File: src/rtl/shifter_pkg.sv
// Shared types for the pipelined barrel shifter: operation encoding,
// per-stage control record and the fill-bit rule used by every layer.
package shifter_pkg;

    typedef enum logic [1:0] {
        SH_LSR = 2'b00,
        SH_ASR = 2'b01,
        SH_LSL = 2'b10,
        SH_ROR = 2'b11
    } mode_t;

    // Width-independent part of a stage record; data and remaining shift
    // amount are sized by the block parameters and travel alongside it.
    typedef struct packed {
        mode_t mode;
        logic  sign;
        logic  valid;
    } stage_ctl_t;

    localparam stage_ctl_t CTL_IDLE = '{mode: SH_LSR, sign: 1'b0, valid: 1'b0};

    function automatic logic fill_bit(input mode_t mode, input logic sign);
        return (mode == SH_ASR) ? sign : 1'b0;
    endfunction

endpackage

File: src/rtl/shifter_stage.sv
// One barrel-shifter layer: optional right shift by STEP, fill select and a
// valid/ready stage register. SHIFTER_ROTATE_EN adds the wrap-around path.
module shifter_stage
    import shifter_pkg::*;
#(
    parameter int N    = 8,
    parameter int SW   = $clog2(N),
    parameter int STEP = 1
) (
    input  logic          clk,
    input  logic          rst_n,
    input  logic          up_valid,
    input  logic [N-1:0]  up_data,
    input  logic [SW-1:0] up_shamt,
    input  logic [1:0]    up_mode,
    input  logic          up_sign,
    output logic          dn_valid,
    input  logic          dn_ready,
    output logic [N-1:0]  dn_data,
    output logic [SW-1:0] dn_shamt,
    output logic [1:0]    dn_mode,
    output logic          dn_sign
);

    localparam int K = $clog2(STEP);

    mode_t         mode_e;
    logic          fill;
    logic          load;
    logic [N-1:0]  shifted;
    logic [N-1:0]  next_data;
    logic [N-1:0]  data_q;
    logic [SW-1:0] shamt_q;
    stage_ctl_t    ctl_q;

    assign mode_e = mode_t'(up_mode);
    assign fill   = fill_bit(mode_e, up_sign);

    // Bits that would come from beyond bit N-1 take the fill (or wrap)
    // value; the index split is resolved at elaboration time.
    for (genvar i = 0; i < N; i++) begin : g_bit
        if (i + STEP < N) begin : g_inner
            assign shifted[i] = up_data[i + STEP];
        end else begin : g_edge
`ifdef SHIFTER_ROTATE_EN
            assign shifted[i] = (mode_e == SH_ROR) ? up_data[i + STEP - N] : fill;
`else
            assign shifted[i] = fill;
`endif
        end
    end

    assign next_data = up_shamt[K] ? shifted : up_data;
    assign load      = !ctl_q.valid || dn_ready;

    // NOTE: non-blocking (<=) on every register so each stage samples its
    // neighbour's pre-edge value; blocking here would race between stages.
    // NOTE: datapath registers are reset too, so a mid-operation reset
    // leaves nothing stale that could later reach the output.
    always_ff @(posedge clk or negedge rst_n) begin
        if (!rst_n) begin
            data_q  <= '0;
            shamt_q <= '0;
            ctl_q   <= CTL_IDLE;
        end else if (load) begin
            ctl_q.valid <= up_valid;
            if (up_valid) begin
                data_q     <= next_data;
                shamt_q    <= up_shamt;
                ctl_q.mode <= mode_e;
                ctl_q.sign <= up_sign;
            end
        end
    end

    assign dn_valid = ctl_q.valid;
    assign dn_data  = data_q;
    assign dn_shamt = shamt_q;
    assign dn_mode  = ctl_q.mode;
    assign dn_sign  = ctl_q.sign;

endmodule

File: src/rtl/pipelined_barrel_shifter.sv
// Pipelined barrel shifter: SW registered layers with valid/ready at both ends.
// Define SHIFTER_ROTATE_EN for MODE=11 rotate-right; otherwise MODE=11 is a logical right shift.
module pipelined_barrel_shifter
    import shifter_pkg::*;
#(
    parameter int N  = 8,
    parameter int SW = $clog2(N)
) (
    input  logic          clk,
    input  logic          rst_n,
    input  logic          in_valid,
    output logic          in_ready,
    input  logic [N-1:0]  in,
    input  logic [SW-1:0] shamt,
    input  logic [1:0]    mode,
    output logic          out_valid,
    input  logic          out_ready,
    output logic [N-1:0]  out
);

    logic          started;
    logic [N-1:0]  in_rev;
    logic [N-1:0]  tail_rev;
    logic [SW:0]   v_chain;
    logic [SW:0]   rdy;
    logic [N-1:0]  stg_data  [SW+1];
    logic [SW-1:0] stg_shamt [SW+1];
    logic [1:0]    stg_mode  [SW+1];
    logic          stg_sign  [SW+1];
    logic          unused_tail;

    // Holds in_ready low through reset and until the first edge after it.
    always_ff @(posedge clk or negedge rst_n) begin
        if (!rst_n) begin
            started <= 1'b0;
        end else begin
            started <= 1'b1;
        end
    end

    for (genvar i = 0; i < N; i++) begin : g_rev
        assign in_rev[i]   = in[N-1-i];
        assign tail_rev[i] = stg_data[SW][N-1-i];
    end

    // Left shift runs through the right-shift layers on bit-reversed data.
    assign v_chain[0]   = in_valid && started;
    assign stg_data[0]  = (mode_t'(mode) == SH_LSL) ? in_rev : in;
    assign stg_shamt[0] = shamt;
    assign stg_mode[0]  = mode;
    assign stg_sign[0]  = in[N-1];

    // Stage k can load when the consumer takes the result or any stage from
    // k onwards has a hole; written flat so ready never loops through itself.
    assign rdy[SW]  = out_ready;
    assign in_ready = started && rdy[0];

    for (genvar k = 0; k < SW; k++) begin : g_stage
        assign rdy[k] = out_ready || !(&v_chain[SW:k+1]);

        shifter_stage #(
            .N    (N),
            .SW   (SW),
            .STEP (1 << k)
        ) u_stage (
            .clk      (clk),
            .rst_n    (rst_n),
            .up_valid (v_chain[k]),
            .up_data  (stg_data[k]),
            .up_shamt (stg_shamt[k]),
            .up_mode  (stg_mode[k]),
            .up_sign  (stg_sign[k]),
            .dn_valid (v_chain[k+1]),
            .dn_ready (rdy[k+1]),
            .dn_data  (stg_data[k+1]),
            .dn_shamt (stg_shamt[k+1]),
            .dn_mode  (stg_mode[k+1]),
            .dn_sign  (stg_sign[k+1])
        );
    end

    assign out_valid = v_chain[SW];

    // NOTE: out gets a default before any condition, so every path assigns
    // it and no latch is inferred.
    always_comb begin
        out = '0;
        if (v_chain[SW]) begin
            out = (mode_t'(stg_mode[SW]) == SH_LSL) ? tail_rev : stg_data[SW];
        end
    end

    assign unused_tail = ^{stg_shamt[SW], stg_sign[SW]};

endmodule

File: config.mk
export PLATFORM = sky130hd
export DESIGN_NAME = pipelined_barrel_shifter
export DESIGN_NICKNAME = d
export VERILOG_FILES = /design/src/rtl/shifter_pkg.sv /design/src/rtl/shifter_stage.sv /design/src/rtl/pipelined_barrel_shifter.sv
export SDC_FILE = /design/constraint.sdc
export NUM_CORES = 1
export LEC_CHECK = 0
export BUFFER_PORTS_ARGS = -buffer_cell sky130_fd_sc_hd__buf_4
export CAP_MARGIN = 20
export CORE_MARGIN = 3
export CORE_UTILIZATION = 56
export DETAILED_ROUTE_END_ITERATION = 7
export HOLD_SLACK_MARGIN = 0.03
export PLACE_DENSITY = 0.76
export SYNTH_ARGS = -nofsm -noshare
export SYNTH_HDL_FRONTEND = slang
export SYNTH_SLANG_ARGS = --single-unit
File: constraint.sdc
create_clock -name clk -period 2 [get_ports clk]
set_clock_uncertainty 0.2 [all_clocks]
set_input_delay 0.1 -clock clk [delete_from_list [all_inputs] [get_ports clk]]
set_output_delay 0.1 -clock clk [all_outputs]
set_load 0.05 [all_outputs]
### Word-level counts from Yosys, hierarchy flattened

Index checks and enable logic that the tools add are counted.

| storage, ports and cells | value |
|---|---|
| register bits | 42 |
| ROM bits | 0 |
| memory bits (writable) | 0 |
| latch bits | 0 |
| memories kept | 0 |
| output and inout port bits | 10 |
| logic and storage cells | 45 |

| operators by class | value |
|---|---|
| divide/modulo/power cells | 0 |
| multiply operators | 0 |
| $add $sub $neg | 0 |
| order comparisons | 0 |
| shift operators | 0 |
| multiplexer cells | 9 |
| reduce and logical (&&, ||, !) cells | 17 |
| bitwise logic cells | 0 |
| eq/ne operators | 5 |

Operators with widths:

| cell | number |
|---|---|
| two-way mux 8 bit | 6 |
| AND reduction 2 bit | 4 |
| equality test 2 x 1 -> 1 bit, second input constant | 3 |
| logical NOT 1 bit | 5 |
| logical OR 1 bit | 5 |
| equality test 2 bit, second input constant | 2 |
| two-way mux 1 bit | 3 |
| AND reduction 3 bit | 1 |
| logical AND 1 bit | 2 |

### Depth between registers and ports, before layout

Gate-level depths: netlist of run 1.

| logic depth | value |
|---|---|
| depth in word-level cells | 5 |
| depth in mapped cells | 6 |
| mapped depth without buffers | 4 |

### Modules after synthesis

From an unflattened synthesis of run 1, not the netlist that was laid out.

| unflattened totals | value |
|---|---|
| cell total of the unflattened synthesis | 196 |
| area, all modules | 2491.1 µm² |

By module, submodules not included:

| module | sequential area each (µm²) | area each (µm²) | cells each | instances |
|---|---|---|---|---|
| shifter_stage (g_stage[0].u_stage) | 375.4 | 749.5 | 54 | 1 |
| shifter_stage (g_stage[2].u_stage) | 375.4 | 740.7 | 52 | 1 |
| shifter_stage (g_stage[1].u_stage) | 375.4 | 674.4 | 52 | 1 |
| pipelined_barrel_shifter | 25.0 | 326.6 | 38 | 1 |

### Least setup slack after synthesis of run 1

Ideal clock, no wire load.

| timing | value |
|---|---|
| kind | register -> output |
| start point | register g_stage[2].u_stage.ctl_q (netlist bit g_stage[2].u_stage.dn_valid) |
| end point | output port out[0] |
| arrival time | 2.071 ns |
| slack | -0.371 ns |
| data required time | 1.700 ns |
| stages on the path, launching flop included | 3 |
| path through | dfrtp_1 -> clkbuf_1 -> a21boi_0 |

| on the way | value |
|---|---|
| longest elaborated chain between the ends | 1 |

Ends and longest elaborated chain:

| element | line | RTL |
|---|---|---|
| from (decl) | shifter_stage.sv:34 | `stage_ctl_t ctl_q;` |
| two-way mux 8 bit | pipelined_barrel_shifter.sv:88 | `if (v_chain[SW]) begin` |
| to (decl) | pipelined_barrel_shifter.sv:18 | `output logic [N-1:0] out` |

Every way passes these cells.

### Worst setup path in the final report of run 1

| timing | value |
|---|---|
| start point | input port mode[0] |
| end point | register g_stage[0].u_stage.data_q[7] |

| on the way | value |
|---|---|
| longest elaborated chain between the ends | 3 |
| elaborated cells between the ends (all ways) | 5 |
| those cells by class | eq/ne (2); mux (3) |

Ends and longest elaborated chain:

| element | line | RTL |
|---|---|---|
| from (decl) | pipelined_barrel_shifter.sv:15 | `input logic [1:0] mode,` |
| equality test 2 bit / equality test 2 x 1 -> 1 bit (equally long branches) | pipelined_barrel_shifter.sv:48, shifter_pkg.sv:23 |  |
| two-way mux 8 bit / two-way mux 1 bit (equally long branches) | pipelined_barrel_shifter.sv:48, shifter_pkg.sv:23 |  |
| two-way mux 8 bit * | shifter_stage.sv:53 | `assign next_data = up_shamt[K] ? shifted : up_data;` |
| to (signal assigned) | shifter_stage.sv:68 | `data_q <= next_data;` |
| to (decl) | shifter_stage.sv:32 | `logic [N-1:0] data_q;` |

Every way passes the cells marked *; elsewhere a longest branch is shown, timed or not.
A chain may end at the register's enable or synchronous reset.

==> results of run 1 <==
[sequential cells by signal, indices dropped and copies added, names as in the netlist]
register / count
started: 1
g_stage.u_stage.dn_valid: 3
g_stage.u_stage.dn_mode: 6
g_stage.u_stage.dn_shamt: 3
g_stage.u_stage.dn_data: 24
g_stage.u_stage.dn_sign: 2
[area by class of cell]
class / count / area (um^2)
clock buffer: 6 / 51.3
inverter: 3 / 11.3
timing repair buffer: 47 / 395
fill: 228 / 729
tap: 44 / 55.1
sequential: 39 / 976
multi-input combinational: 124 / 925
clock inverter: 2 / 35.0
[power groups by stage]
stage / Clock [uW] / Sequential, uW / Combinational [uW]
after CTS: 557 / 1160 / 842
after global placement: 0 / 1160 / 788
after detailed placement: 0 / 1170 / 815
after floorplan: 0 / 1110 / 653
final: 539 / 1150 / 836
after global routing: 596 / 1190 / 929
[layer usage]
layer,up-vias,GRT usage [%]
met5,-,0
met4,0,9.23
met3,9,4.85
met2,30,38.6
met1,653,21.7
li1,699,-
[worst reg2reg max path: cells and delay by family, from the launching register on]
family                 cells  cell delay (ns)
buffers and inverters      1             0.23
and+or+nand+nor            2             0.36
muxes                      1             0.37
DFF                        1             0.50
[through the flow]
step | utilization, % | hold WS (ns) | cell area [um^2] | setup WS (ns) | total power [uW]
after floorplan | - | -0.396 | 1980 | 0.0951 | 1760
after global placement | 68.9 | -0.119 | 2190 | 0.311 | 1940
after detailed placement | 68.9 | -0.108 | 2190 | 0.261 | 1990
after CTS | 77.0 | 0.0451 | 2450 | 0.0280 | 2550
after global routing | 77.0 | 0.0673 | 2450 | 0.0772 | 2710
final | 77.0 | 0.0352 | 2450 | 0.171 | 2530
[logic make-up (layout without fill, tap and decap cells)]
| family | count (synthesis) | in the layout | share of synthesized area, % |
|---|---|---|---|
| and+or+nand+nor | 54 | 54 | 12.5 |
| DFF | 39 | 39 | 50.2 |
| AOI/OAI and AO/OA | 35 | 35 | 10.1 |
| muxes | 33 | 33 | 22.6 |
| buffers and inverters | 15 | 58 | 3.99 |
| other | 1 | 1 | 0.193 |
| xor gates and xnor gates | 1 | 1 | 0.450 |
[Yosys cell counts (2+ instances only)]
library cell	count	area share, %
mux2_2	12	6.9
nand3b_1	2	0.77
mux2i_1	11	5.7
nor2_1	3	0.58
nor2b_1	3	0.96
o21ai_0	18	4.6
mux4_2	6	6.9
nand2_1	38	7.3
buf_6	2	1.2
a21oi_1	8	2.1
a21boi_0	8	3.1
clkbuf_1	5	0.96
mux2_4	4	3.1
nand2b_1	4	1.3
buf_2	5	1.3
dfrtp_1	39	50
inv_1	3	0.58
[final timing paths]
path,depth (start not counted),slack [ns],endpoint,startpoint
worst max-delay path,7,0.17,g_stage[0].u_stage.dn_data[7],mode[0]
worst min-delay path,2,0.04,g_stage[1].u_stage.dn_mode[0],rst_n
worst max register to register,4,0.22,g_stage[0].u_stage.dn_mode[1],g_stage[2].u_stage.dn_valid
worst min register to register,2,0.29,g_stage[1].u_stage.dn_data[2],g_stage[1].u_stage.dn_data[2]
max in group asynchronous,2,1.24,g_stage[0].u_stage.dn_data[1],rst_n
min in group clk,3,0.07,g_stage[0].u_stage.dn_data[6],shamt[0]
[timing repair]
action                                  CTS  global route
gates resized for setup                   0             1
hold buffers                             17             0
hold endpoints to repair                 55             0
endpoints found under the setup margin    0             8
==> summary.md, run 1 <==
| Metric | Value |
|---|---|
| Run status | `completed` |
| Top_reg_cell synth | `dfrtp_1` |
| Crit-path max cell delay | `0.57 ns` |
| # DRC | `0` |
| TritonCTS clock tree | `done` |
| CP startpoint kind | `primary input` |
| GRT Overall Usage | `20.7%` |
| Tmin final | `1.83 ns` |
| Syn Inst Count | `178` |
| Tcrit/Tclk final | `91.5%` |
| Commonest non-fill, non-tap cell in the layout | `dfrtp_1` |
| Nets | `237` |
| Initial antenna violation count | `0` |
| Wire length per cell | `13.5 um` |
| Starting density of the core | `61.2%` |
| Vias in the first global route | `1496` |
| CTS Buffer Depth | `2` |
| Final non-filler cell total | `265` |
| Met2 WL post-DR | `1950 um` |
| Pre-antenna DRT Iters | `4` |
| Post-placement cell count | `240` |
| Port Buffers | `26` |
| Total grt overflow | `0` |
| Commonest cells after routing, fill and taps aside | `dfrtp_1, nand2_1, buf_4` |
| M1 WL | `1390 um` |
| Post-CTS Setup Bufs | `0` |
| CP delay by family, top | `buffers and inverters` |
| Internal | `1650 uW` |
| Vias/cell | `5.25` |
| Placer Congestion | `0.756` |
| Fmax | `547 MHz` |
| Top Ports | `27` |
| Final Hold Fails | `0` |
| Synth-to-layout area growth | `25.9%` |
| Sw Ratio | `34.6%` |
| PwrDens | `1030 nW/um^2` |
| Setup violators final | `0` |
| Gate power share | `33.1%` |
| Crit Path Max Fanout | `8` |
| Hold WC Path Type | `primary input to asynchronous set/reset pin` |
| Max-cap violations | `0` |
| ANT cells | `0` |
| Ys async rst share | `100%` |
| Met3 wire length | `136 um` |
| Crit-path cells | `dlygate4sd3_1, buf_4, nor2b_1, buf_4, nand3b_1, dlygate4sd3_1, a31oi_1` |
| Critical Path Sink Type | `flop` |
| Setup TNS | `0 ns` |
| Clk Latency, worst-skew pair | `0.34 ns` |
| Post-synthesis sequential area ratio | `50.2%` |
| Detailed Place HPWL | `2570 um` |
| Final Slew Violations | `0` |
| Yosys warnings | `0` |
| Post-Syn Area | `1950 um^2` |
| CP Class | `primary input to flop` |
| Static Leak | `0.00109 uW` |
| Die ar. | `4220 um^2` |
| Distinct cell type count of the synthesized netlist | `24` |
| Clk pwr share | `21.3%` |
| Worst Path Arrival | `1.89 ns` |
| Required time of the critical path | `2.06 ns` |
| CP max stage cell | `dlygate4sd3_1` |
| Layout cells sized above 1 | `31.2%` |
| Final ANT Viol Nets | `0` |
| Clock Tree Root | `clkbuf_4` |
| Net Count, Synth | `195` |
| Largest net degree at the start of global routing | `40` |
| CTS clk-pin slew, worst paths | `0.11 ns` |
| RSZ-0062 raised after global routing | `false` |
| Flops & latches, synth | `39` |
| CTS Buf Count | `5` |
| Max layer used | `met4` |
| Buf+Inv Stages, Crit Path | `4` |
| Die Span X | `64.9 um` |
| # clock sinks | `39` |
| DR iter-0 viols | `58` |
| Via count | `1391` |
| Core Region | `3180 um^2` |
| Worst vdd ir | `0.577 mV` |
| Post-synthesis area per instance | `10.9 um^2` |
| H-tree depth | `2` |
| Sw power | `874 uW` |
| Post-synth EDFFs | `0` |
| Detailed Route WL | `3570 um` |
| Sequential Power Share | `45.6%` |
| Row count | `20` |
| Die Ht | `64.9 um` |
| First-pass GRT wire length | `6600 um` |
Power figures use the tool's default switching activity.
==> inputs of run 2 (changes only) <==
Settings changed: BUFFER_PORTS_ARGS -buffer_cell sky130_fd_sc_hd__buf_4 to unset, CORE_UTILIZATION 56 to 62, DONT_BUFFER_PORTS set to 1.
==> run 2 against run 1 <==
Total power about the same. Worst setup slack got worse by 0.11 ns. Sequential power about the same. Sequential cell count unchanged. Combinational power increased by 0.8%. Via count increased by 0.43%. Critical endpoint is now g_stage[0].u_stage.dn_data[3]. Wire length increased by 15%. Die area decreased by 8.8%.
==> summary.md, run 2 (synthesis gave the netlist of run 1 again) <==
| Metric | Value |
|---|---|
| Run status | `completed (unchanged)` |
| Gate power share | `33.3% (was 33.1%)` |
| Worst vdd ir | `0.645 mV (was 0.577 mV)` |
| CP startpoint kind | `primary input (unchanged)` |
| Worst Reg-to-Reg Cells | `4 (unchanged)` |
| Final Slew Violations | `0 (unchanged)` |
| Pin slew with the least headroom to its limit | `0.523 ns` |
| Clk pwr share | `20.6% (was 21.3%)` |
| Core Region | `2880 um^2 (was 3180 um^2)` |
| Final ANT Viol Nets | `0 (unchanged)` |
| ANT cells | `0 (unchanged)` |
| Tmin final | `1.94 ns (was 1.83 ns)` |
| Placer Congestion | `0.766 (was 0.756)` |
| Largest register FFs | `24 (unchanged)` |
| Port Buffers | `0 (was 26)` |
| Total grt overflow | `0 (unchanged)` |
| Top Ports | `27 (unchanged)` |
| Clock Tree Root | `clkbuf_4 (unchanged)` |
| Nets | `224 (was 237)` |
| Vias/cell | `5.59 (was 5.25)` |
| Layout cells sized above 1 | `26.0% (was 31.2%)` |
| Die Ht | `62.0 um (was 64.9 um)` |
| Commonest cells after routing, fill and taps aside | `dfrtp_1, nand2_1, dlygate4sd3_1 (was dfrtp_1, nand2_1, buf_4)` |
| First-pass GRT wire length | `6650 um (was 6600 um)` |
| Largest net degree at the start of global routing | `40 (unchanged)` |
| Crit Path Max Fanout | `8 (unchanged)` |
| TritonCTS clock tree | `done (unchanged)` |
| Hold WC Path Type | `primary input to flop (was primary input to asynchronous set/reset pin)` |
| H-tree depth | `2 (unchanged)` |
| Final worst-path setup slack | `0.0619 ns (was 0.171 ns)` |
| Required time of the critical path | `2.03 ns (was 2.06 ns)` |
| Sw Ratio | `36.3% (was 34.6%)` |
| Critical Path Sink Type | `flop (unchanged)` |
| Clk Latency, worst-skew pair | `0.34 ns (about the same)` |
| Starting density of the core | `67.6% (was 61.2%)` |
| Synth-to-layout area growth | `21.8% (was 25.9%)` |
| Row count | `19 (was 20)` |
| Detailed Route WL | `4110 um (was 3570 um)` |
| GRT Overall Usage | `24.8% (was 20.7%)` |
| Detailed Place HPWL | `2750 um (was 2570 um)` |
| Initial antenna violation count | `0 (unchanged)` |
| # DRC | `0 (unchanged)` |
| Commonest non-fill, non-tap cell in the layout | `dfrtp_1 (unchanged)` |
| Worst Path Arrival | `1.97 ns (was 1.89 ns)` |
| # clock sinks | `39 (unchanged)` |
| Internal | `1610 uW (was 1650 uW)` |
| CTS clk-pin slew, worst paths | `0.12 ns (was 0.11 ns)` |
| Static Leak | `0.00103 uW (was 0.00109 uW)` |
| DR iter-0 viols | `77 (was 58)` |
| Setup TNS | `0 ns (unchanged)` |
| Via count | `1397 (was 1391)` |
| CTS Buffer Depth | `2 (unchanged)` |
| Relative slew slack | `65.4%` |
| RSZ-0062 raised after global routing | `false (unchanged)` |
| Vias in the first global route | `1457 (was 1496)` |
| Post-CTS Setup Bufs | `0 (unchanged)` |
| Worst slack, placed | `0.384 ns (was 0.261 ns)` |
| CTS Buf Count | `5 (unchanged)` |
| Sequential Power Share | `46.0% (was 45.6%)` |
| Die Span X | `62.0 um (was 64.9 um)` |
| CP Class | `primary input to flop (unchanged)` |
| Wire length per cell | `16.4 um (was 13.5 um)` |
| Sw power | `919 uW (was 874 uW)` |
| Max-cap violations | `0 (unchanged)` |
| Setup violators final | `0 (unchanged)` |
| Hold path depth | `4` |
| Fmax | `516 MHz (was 547 MHz)` |
| PwrDens | `1070 nW/um^2 (was 1030 nW/um^2)` |
| Final Hold Fails | `0 (unchanged)` |
| Pre-antenna DRT Iters | `4 (unchanged)` |
| Tcrit/Tclk final | `96.9% (was 91.5%)` |
| Die ar. | `3850 um^2 (was 4220 um^2)` |
run 2: cell types whose count changed in the layout (fill, tap and decap cells not counted), sizes merged:
| cell | change |
|---|---|
| clkbuf | -1 |
| buf | -16 |
| clkinv | +1 |
| dlygate4sd3 | +3 |
run 2: layout make-up:
| type | count | area, um^2 |
|---|---|---|
| inverters | 3 | 11.3 |
| well taps | 42 | 52.6 |
| repair buffers | 34 | 322 |
| clock buffers | 5 | 37.5 |
| flip-flops and latches | 39 | 976 |
| fillers | 158 | 507 |
| clock inverters | 3 | 43.8 |
| multi-input cells | 124 | 927 |
run 2: worst max-delay path: stages:
cell and delay [ns]:
dlygate4sd3_1 0.59, nor2b_2 0.14, buf_6 0.16, xnor2_1 0.15, mux2i_1 0.20, dlygate4sd3_1 0.56, a21oi_1 0.07
run 2: final timing paths:
| check | end | slack (ns) | startpoint |
|---|---|---|---|
| setup / recovery | g_stage[0].u_stage.dn_data[3] | 0.06 | mode[0] |
| hold / removal | g_stage[0].u_stage.dn_data[1] | 0.19 | mode[1] |
| setup reg to reg | g_stage[0].u_stage.dn_mode[0] | 0.33 | g_stage[1].u_stage.dn_valid |
| hold reg to reg | g_stage[1].u_stage.dn_data[1] | 0.31 | g_stage[1].u_stage.dn_data[1] |
| max in group asynchronous | g_stage[0].u_stage.dn_shamt[2] | 0.87 | rst_n |
| min in group asynchronous | g_stage[2].u_stage.dn_data[5] | 0.54 | rst_n |
run 2: power groups by stage:
| stage | Combinational (uW) | Clock [uW] | Sequential, uW |
|---|---|---|---|
| finish | 843 | 522 | 1160 |
| global route | 912 | 575 | 1190 |
| CTS | 835 | 529 | 1160 |
| detailed placement | 774 | 0 | 1180 |
| global placement | 738 | 0 | 1170 |
| floorplan | 653 | 0 | 1110 |
run 2: timing repair:
action,4_1_cts,5_1_grt
hold buffers,21,0
setup endpoints to repair,0,9
gates resized for setup,0,3
endpoints found under the hold margin,57,0
run 2: routing by layer:
metal	share of wire (%)	GRT usage (%)	wire length, um	up-vias
met5	0	0	0	-
met1	41	28.5	1670	682
met2	53	43.2	2180	35
li1	-	-	-	671
met4	2.4	9.09	98	0
met3	4.2	7.85	171	9
run 2: stage by stage:
| stage | power, uW | instances | instance area, um^2 | utilization (%) | hold WS, ns |
|---|---|---|---|---|---|
| finish | 2530 | 250 | 2370 | 82.4 | 0.187 |
| global route | 2680 | 250 | 2370 | 82.4 | 0.202 |
| CTS | 2530 | 250 | 2360 | 82.1 | 0.194 |
| detailed placement | 1950 | 221 | 2060 | 71.6 | -0.394 |
| global placement | 1900 | 221 | 2060 | 71.6 | -0.394 |
| floorplan | 1760 | 178 | 1980 | - | -0.396 |
==> inputs of run 3 (changes only) <==
Settings changed: CORE_UTILIZATION 62 to 63, PLACE_DENSITY 0.76 to 0.77, SYNTH_HIERARCHICAL set to 1.
==> run 3 against run 2 <==
Global-route usage down 2.1 points. Wire length up 1.3%. Synthesized cell count up 2.2%. Combinational power up 32%. Register-to-register slack better by 0.09 ns. Area after synthesis up 14%. Final area up 5.9%. Maximum frequency up 5.6%.
==> summary.md, run 3 <==
| Metric | Value |
|---|---|
| Run status | `completed (unchanged)` |
| Tmin final | `1.84 ns (was 1.94 ns)` |
| Setup violators final | `0 (unchanged)` |
| Largest net degree at the start of global routing | `40 (unchanged)` |
| CP startpoint kind | `primary input (unchanged)` |
| Layout cells sized above 1 | `25.2% (was 26.0%)` |
| # DRC | `0 (unchanged)` |
| Net Count, Synth | `199 (was 195)` |
| Clock Tree Root | `clkbuf_4 (unchanged)` |
| CP max stage cell | `dlygate4sd3_1 (unchanged)` |
| Crit-path max cell delay | `0.60 ns (was 0.59 ns)` |
| Via count | `1448 (was 1397)` |
| Worst slack, placed | `0.406 ns (was 0.384 ns)` |
| Worst Path Arrival | `1.83 ns (was 1.97 ns)` |
| Worst vdd ir | `0.481 mV (was 0.645 mV)` |
| Core Region | `3200 um^2 (was 2880 um^2)` |
| Die Span X | `65.3 um (was 62.0 um)` |
| TritonCTS clock tree | `done (unchanged)` |
| Die ar. | `4270 um^2 (was 3850 um^2)` |
| Reg2reg setup slack | `0.42 ns (was 0.33 ns)` |
| Max-cap violations | `0 (unchanged)` |
| Final ANT Viol Nets | `0 (unchanged)` |
| CTS Buf Count | `5 (unchanged)` |
| Crit Path Max Fanout | `2 (was 8)` |
| Largest register FFs | `24 (unchanged)` |
| Vias in the first global route | `1542 (was 1457)` |
| Die Ht | `65.3 um (was 62.0 um)` |
| Required time of the critical path | `1.99 ns (was 2.03 ns)` |
| Crit-path cells | `dlygate4sd3_1, mux2_4, dlygate4sd3_1, mux2i_1, a31oi_1 (was dlygate4sd3_1, nor2b_2, buf_6, xnor2_1, mux2i_1, dlygate4sd3_1, a21oi_1)` |
| PwrDens | `1050 nW/um^2 (was 1070 nW/um^2)` |
| Synth-to-layout area growth | `13.1% (was 21.8%)` |
| Wire length per cell | `16.3 um (was 16.4 um)` |
| Setup TNS | `0 ns (unchanged)` |
| CP Class | `primary input to flop (unchanged)` |
| First-pass GRT wire length | `7210 um (was 6650 um)` |
| Final Slew Violations | `0 (unchanged)` |
| Placer Congestion | `0.770 (was 0.766)` |
| Nets | `227 (was 224)` |
| Tcrit/Tclk final | `91.8% (was 96.9%)` |
| Commonest non-fill, non-tap cell in the layout | `dfrtp_1 (unchanged)` |
| Starting density of the core | `69.3% (was 67.6%)` |
| H-tree depth | `2 (unchanged)` |
| Top Ports | `27 (unchanged)` |
| DR iter-0 viols | `45 (was 77)` |
| Total grt overflow | `0 (unchanged)` |
| Syn Inst Count | `182 (was 178)` |
| # clock sinks | `39 (unchanged)` |
| Port Buffers | `0 (unchanged)` |
| Clk Latency, worst-skew pair | `0.34 ns (about the same)` |
| GRT Overall Usage | `22.7% (was 24.8%)` |
| Detailed Route WL | `4160 um (was 4110 um)` |
| Hold WC Path Type | `primary input to flop (unchanged)` |
| RSZ-0062 raised after global routing | `false (unchanged)` |
| Yosys warnings | `6 (was 0)` |
| Fmax | `545 MHz (was 516 MHz)` |
| Post-Syn Area | `2220 um^2 (was 1950 um^2)` |
| Static Leak | `0.00118 uW (was 0.00103 uW)` |
| Commonest cells after routing, fill and taps aside | `dfrtp_1, mux2i_1, dlygate4sd3_1 (was dfrtp_1, nand2_1, dlygate4sd3_1)` |
| Critical Path Sink Type | `flop (unchanged)` |
| CTS clk-pin slew, worst paths | `0.10 ns (was 0.12 ns)` |
| Final worst-path setup slack | `0.165 ns (was 0.0619 ns)` |
| CTS Buffer Depth | `2 (unchanged)` |
| Final Hold Fails | `0 (unchanged)` |
| Detailed Place HPWL | `2840 um (was 2750 um)` |
| Row count | `20 (was 19)` |
| Pre-antenna DRT Iters | `4 (unchanged)` |
| Post-synthesis area per instance | `12.2 um^2 (was 10.9 um^2)` |
| Vias/cell | `5.68 (was 5.59)` |
| Initial antenna violation count | `0 (unchanged)` |
| Critical Path Most Common Cell | `dlygate4sd3_1 (unchanged)` |
[run 3: cell types whose count changed in the layout (fill, tap and decap cells not counted), moves of 4 or more]
cell / delta
inv_1: +5
mux2i_1: +14
nand2_1: -30
a31oi_1: +16
mux2_4: +12
o21ai_0: -11
a21oi_1: +9
mux4_2: -6
a21boi_2: -8
nand2b_4: +4
[run 3: path summary, 6_finish.rpt]
| kind | start | to | cells past startpoint |
|---|---|---|---|
| worst max-delay path | in[2] | g_stage[0].u_stage/dn_data[4] | 5 |
| worst min-delay path | in_valid | g_stage[0].u_stage/dn_data[2] | 2 |
| worst max register to register | g_stage[2].u_stage/dn_valid | g_stage[0].u_stage/dn_shamt[2] | 4 |
| worst min register to register | g_stage[2].u_stage/dn_data[5] | g_stage[2].u_stage/dn_data[5] | 1 |
| max in group asynchronous | rst_n | g_stage[0].u_stage/dn_data[7] | 3 |
| min in group asynchronous | rst_n | g_stage[2].u_stage/dn_data[3] | 3 |
[run 3: metal layers]
layer	up-vias	GRT usage (%)	wire, um
met5	-	0	0
met4	0	9.07	98
met3	10	6.67	193
met2	36	43.0	2270
met1	699	23.0	1600
li1	703	-	-
[run 3: per-stage QoR]
step	cell area (um^2)	power [uW]	hold WS [ns]	cells	utilization, %
final	2510	2630	0.101	255	78.4
after global routing	2510	2800	0.0916	254	78.3
after CTS	2500	2640	0.0578	254	78.2
after detailed placement	2220	2220	-0.395	224	69.3
after global placement	2220	2160	-0.395	224	69.3
after floorplan	2220	2020	-0.396	182	-
[run 3: timing repair]
item	4_1_cts	5_1_grt
gates resized for setup	0	1
setup endpoints to repair	0	4
hold buffers	23	0
buffers inserted	0	0
hold endpoints to repair	65	0
[run 3: where the power goes]
part	internal, uW	total [uW]	switching (uW)
clock network	133	360	227
registers	995	1170	171
logic	495	1110	611
total	1620	2630	1010
[run 3: worst max-delay path: cells and delay by family]
kind	cells	cell delay, ns
buffers and inverters	2	1.15
multiplexers	2	0.45
AO/OA/AOI/OAI	1	0.12
[run 3: final cells by class]
class,count,area [um^2]
antenna,1,2.50
timing repair buffer,35,330
clock buffer,7,45.0
fill,221,693
sequential,39,977
inverter,8,30.0
multi-input combinational,121,1070
tap,44,55.1
